### src/rtl/sys_seg7_scan.sv
// Hex scan driver for a common-anode seven-segment bank.
// Snapshots the value once per frame so digits never tear mid-scan.
module sys_seg7_scan #(
    parameter int DATA_W     = 27,
    parameter int NUM_DIGITS = 7,
    parameter int DIV        = 50000
) (
    input  logic                  SYS_clk,
    input  logic                  SYS_reset,
    input  logic [DATA_W-1:0]     SEG_value,
    input  logic                  SEG_hold,
    input  logic                  SEG_blank_lz,
    output logic [NUM_DIGITS-1:0] SEG_an,
    output logic [6:0]            SEG_seg,
    output logic                  SEG_dp,
    output logic                  SEG_frame
);

    localparam int CNT_W = $clog2(DIV);
    localparam int DIG_W = (NUM_DIGITS > 1) ? $clog2(NUM_DIGITS) : 1;
    localparam logic [CNT_W-1:0] LAST_CNT = CNT_W'(DIV - 1);
    localparam logic [DIG_W-1:0] LAST_DIG = DIG_W'(NUM_DIGITS - 1);

    logic [CNT_W-1:0]  div_cnt;
    logic [DIG_W-1:0]  digit;
    logic [DATA_W-1:0] snapshot;

    logic              tick;
    logic              wrap;
    logic [DIG_W-1:0]  nxt_digit;
    logic [DATA_W-1:0] nxt_snap;
    logic [31:0]       upper;
    logic [3:0]        nib;
    logic              blank;

    function automatic logic [6:0] hex7(input logic [3:0] v);
        logic [6:0] s;
        unique case (v)
            4'h0: s = 7'h40;
            4'h1: s = 7'h79;
            4'h2: s = 7'h24;
            4'h3: s = 7'h30;
            4'h4: s = 7'h19;
            4'h5: s = 7'h12;
            4'h6: s = 7'h02;
            4'h7: s = 7'h78;
            4'h8: s = 7'h00;
            4'h9: s = 7'h10;
            4'hA: s = 7'h08;
            4'hB: s = 7'h03;
            4'hC: s = 7'h46;
            4'hD: s = 7'h21;
            4'hE: s = 7'h06;
            default: s = 7'h0E;
        endcase
        return s;
    endfunction

    // Outputs are registered from next-state, so each edge shows the new slot.
    always_comb begin
        tick      = (div_cnt == LAST_CNT);
        wrap      = tick && (digit == LAST_DIG);
        nxt_digit = digit;
        if (tick) begin
            nxt_digit = wrap ? '0 : digit + DIG_W'(1);
        end
        nxt_snap = (wrap && !SEG_hold) ? SEG_value : snapshot;
        upper    = 32'(nxt_snap) >> (4 * nxt_digit);
        nib      = upper[3:0];
        blank    = SEG_blank_lz && (nxt_digit != '0) && (upper == '0);
    end

    always_ff @(posedge SYS_clk or negedge SYS_reset) begin
        if (!SYS_reset) begin
            div_cnt   <= '0;
            digit     <= '0;
            snapshot  <= '0;
            SEG_an    <= '1;
            SEG_seg   <= 7'h7F;
            SEG_dp    <= 1'b1;
            SEG_frame <= 1'b0;
        end else begin
            div_cnt   <= tick ? '0 : div_cnt + CNT_W'(1);
            digit     <= nxt_digit;
            snapshot  <= nxt_snap;
            SEG_frame <= wrap;
            SEG_dp    <= !((nxt_digit == '0) && SEG_hold);
            if (blank) begin
                SEG_an  <= '1;
                SEG_seg <= 7'h7F;
            end else begin
                SEG_an  <= ~(NUM_DIGITS'(1) << nxt_digit);
                SEG_seg <= hex7(nib);
            end
        end
    end

endmodule

### config.mk
export PLATFORM = sky130hd
export DESIGN_NAME = sys_seg7_scan
export DESIGN_NICKNAME = d
export VERILOG_FILES = /design/src/rtl/sys_seg7_scan.sv
export SDC_FILE = /design/constraint.sdc
export NUM_CORES = 1
export LEC_CHECK = 0
export ABC_AREA = 1
export BUFFER_PORTS_ARGS = -buffer_cell sky130_fd_sc_hd__clkbuf_2
export CORE_MARGIN = 2
export CORE_UTILIZATION = 30
export DETAILED_ROUTE_END_ITERATION = 7
export PLACE_DENSITY_LB_ADDON = 0.2
export SETUP_SLACK_MARGIN = 0.1
export SLEW_MARGIN = 40
export SYNTH_ARGS = -nofsm -noshare
export SYNTH_HDL_FRONTEND = slang
export SYNTH_SLANG_ARGS = --single-unit
export TNS_END_PERCENT = 50
### constraint.sdc
create_clock -name SYS_clk -period 5 [get_ports SYS_clk]
set_input_delay 0.5 -clock SYS_clk [delete_from_list [all_inputs] [get_ports SYS_clk]]
set_output_delay 0.5 -clock SYS_clk [all_outputs]
set_load 0.02 [all_outputs]
==> results.md <==
- At the end of the flow, the number of nets in the layout was 602.
- The share of total power dissipated in the clock network is 0.555.
- The required time of the critical path is 5280 ps.
- The final critical-path share of the clock period is 0.7368.
- The class of the worst hold path is input pin to asynchronous set/reset pin.
- The fraction of final layout cells with drive strength greater than 1 is 0.2399.
- In this run the number of H-tree levels came out at 3.
- The number of distinct library cells after synthesis is 35.
- The via count is 3315.
- The worst register-to-register path begins at digit[0]$_DFF_PN0_.
- The TritonCTS clock tree is built.
- Relative to the synthesized area, the layout overhead comes to 17.87%.
- The number of maximum-capacitance violations is 0.
- In this run the power spent charging and discharging nets is 0.2551 mW.
- The number of gates resized after cts is 0.
- For this run, the number of Yosys warnings is 0.
- After synthesis the cells add up to 3816 µm².
- The transition time of the tightest slew-check pin is 752.1 ps.
- The minimum clock period is 3684 ps.
- The number of flops mapped to enable cells by yosys is 0.
- The number of antenna diodes in the final layout is 0.
- The number of clock sinks seen by CTS is 62.
- Internal power comes to 0.9503 mW.
- The total power divided by cell area is 268.0 nW/µm².
- The placer's final routability congestion estimate is 0.8455.
- The setup slack on the worst flop-to-flop path is 1320 ps.
- The static leakage is 2.406 nW.
- Counting the buffers created by CTS gives 9.
- The run finished with clean final reports.
- The first global-routing pass estimated 16290 µm of wire.
- The maximum VDD drop is 0.1428 mV.
- For this run, the leading register cell type out of synthesis is dfrtp_1.
- Fill cells in the final layout number 1375.
- The boundary pin count is 47.
- For this run, the detailed router's first-pass iteration total came to 4.
- The arrival time of the worst setup path is 3960 ps.
- The chip width is 116.8 µm.
- The count of input and output buffers is 46.
- The critical path class is register to register.
- Synthesis inferred 62 register bits.
- The clock root buffer master is clkbuf_16.
- The placed instance count is 723.
- The clock reaches the later pin of the worst-skew pair after 340 ps.
- The post-route non-filler standard cell count is 739.
- The largest clock skew in the final design is 10.92 ps.
- Entering global routing, the biggest net connects 63 pins.
- The number of hold buffers added after CTS was 0.
- Measured in cells, the most critical reg-to-reg path has a length of 19.
- In this run, the number of DRC markers left after iteration 0 of detailed routing was 208.
- The maximum net fanout on the critical path is 21.
- The clock transition at the register clock pins on the worst setup and hold paths after CTS is 60 ps.
- The share of total power dissipated in combinational logic is 0.027.
- The switching share of power is 0.2117.
- Derived from the worst setup path, the maximum achievable clock frequency is 271.4 MHz.
- Averaged over all synthesized cells, the footprint is 7.410 µm².
- The total routed wirelength is 9733 µm.
- The number of antenna violations at the first check in global routing is 0.
- The sum of negative setup slack is 0 ps.
- The sequential cell fraction of total power is 0.418.
- Summed over all layers, the global routing overflow is 0.
- The die covers 13640 µm².
- For this run, design rule violations remaining after detail routing come to 0.
- In this run the core area contains 41 standard-cell rows.
- The HPWL after detailed placement is 7074 µm.
- For this configuration, the core starts out at a cell density of 0.3049.
- The worst setup slack before clock tree synthesis is 1302 ps.
- Setup violations remaining at the end of the flow were counted as 0.
- The number of setup buffers added after CTS is 0.
- The wire length per cell is 13.17 µm.
- The startpoint class of the critical path is a register.
- The worst path meets setup with 1316 ps of slack.
- The detailed-route vias per instance is 4.486.
- In this run the remaining antenna-violating nets after routing total 0.
- The capturing point of the worst reg2reg path is SEG_an[1]$_DFF_PN1_.
- The net count after synthesis is 555.
- The post-synthesis async set-or-reset flop share is 1.000.
- The total area inside the core boundary comes to 12520 µm².
- The via count of the first global-routing pass is 3395.
- The die outline height is 116.8 µm.
- The number of hold violations in the final report is 0.
- The number of buffers on the longest clock path is 2.
- Setup repair after global routing left no endpoint under its margin.
- The final count of pins violating max slew is 0.
- STA classifies the critical path endpoint as a register.
- For this run, the total global-route usage over all layers was measured as 0.1585.
- The number of standard cells after synthesis is 515.
- The worst relative slew slack is 0.4981.
- The proportion of synthesized chip area in sequential cells is 0.4115.
[per-stage QoR]
stage               instance area, µm²  power, mW  hold slack (ps)    util
floorplan                         3816     0.5179            204.4       -
global placement                  4164     0.5453            448.2  0.3327
detailed placement                4164     0.5454            462.7  0.3327
CTS                               4489      1.224            345.8  0.3587
global route                      4498      1.248            300.0  0.3594
finish                            4498      1.205            251.6  0.3594
[power by group through the flow]
stage	combinational [mW]	sequential (mW)	clock (mW)
final	0.0328	0.504	0.669
after global routing	0.0373	0.503	0.707
after CTS	0.0336	0.503	0.687
after detailed placement	0.0335	0.512	0
after global placement	0.0334	0.512	0
after floorplan	0.00530	0.513	0
[layout by cell type, fill, tap and decap left out, types with 2 or more instances in the layout]
cell type,count
clkinv_1,3
nand3_1,41
clkbuf_8,3
inv_1,65
nand2_2,22
xor2_1,3
nor3_1,5
nand2_4,6
o21ai_1,7
a21oi_1,12
clkbuf_16,11
nand3_2,3
o21ai_2,2
nor2_1,43
nand4_1,20
ha_1,9
dfstp_2,15
o21ai_0,5
clkbuf_2,46
inv_2,10
nor2_2,5
nand2_1,163
dfrtp_1,47
nor2_4,6
[registers in the layout, summed over array words and instances (netlist names)]
signal,flops
SEG_seg,7
div_cnt,16
SEG_dp,1
snapshot,27
SEG_an,7
digit,3
SEG_frame,1
[cell usage after synthesis (7+ instances only)]
library cell  instances  area, µm²
ha_1                  9      112.6
nand4_1              20      125.1
buf_6                 8      90.09
inv_1                65      244.0
nand3_1              41      205.2
o21ai_1               7      35.03
dfstp_2              15      394.1
nand2_2              22      137.6
nor2_1               43      161.4
dfrtp_1              47       1176
nand2_1             163      611.8
a21oi_1              12      60.06
inv_2                10      37.54
[layout make-up]
type                            count  area (µm²)  share of cell area
Clock inverter                      1       5.005            0.001113
Timing Repair Buffer               48       249.0             0.05535
Sequential cell                    62        1570              0.3491
Tap cell                          172       215.2             0.04784
Clock buffer                       15       320.3             0.07121
Inverter                           79       299.0             0.06648
Multi-Input combinational cell    362        1839              0.4089
[layer usage]
metal / part of all wire / vias up / track usage / routed length (µm)
met5: 0 / - / 0 / 0
met4: 0.018 / 0 / 0.05725 / 172
met3: 0.039 / 15 / 0.04840 / 378
met2: 0.48 / 47 / 0.2655 / 4717
met1: 0.46 / 1552 / 0.1934 / 4464
li1: - / 1701 / - / -
[worst max path at each step]
stage / from / slack [ps] / end / cells past startpoint
2_1_floorplan: digit[0]$_DFF_PN0_ / 2390 / SEG_an[3]$_DFF_PN1_ / 22
3_3_place_gp: div_cnt[0]$_DFF_PN0_ / 1410 / SEG_an[1]$_DFF_PN1_ / 20
3_5_place_dp: div_cnt[0]$_DFF_PN0_ / 1300 / SEG_an[1]$_DFF_PN1_ / 20
4_1_cts: div_cnt[0]$_DFF_PN0_ / 1290 / SEG_an[1]$_DFF_PN1_ / 20
5_1_grt: digit[0]$_DFF_PN0_ / 830 / SEG_seg[1]$_DFF_PN1_ / 19
6_report: digit[0]$_DFF_PN0_ / 1320 / SEG_an[1]$_DFF_PN1_ / 19
[critical path: stages, from the launching register on]
cell	delay (ps)
dfrtp_1	400
inv_1	80
ha_1	160
nand2_1	100
inv_1	570
nand4_2	600
nand2_1	200
nand2_1	110
nand2_1	90
nand2_1	80
nand2_1	70
nand3b_1	80
nand2_1	170
ha_1	220
nand3_1	90
a21oi_1	130
nand3_1	100
nor2_2	160
nand2_4	110
nand2_1	80
[kinds of logic after synthesis]
group           Yosys count  synth area share
fa+ha+maj                 9           0.02951
xor+xnor                  3          0.006887
flops                    62            0.4115
buf+inv                  91            0.1079
simple gates            321            0.4026
compound gates           29           0.04164
No activity file was read; power rests on OpenSTA's default activity.
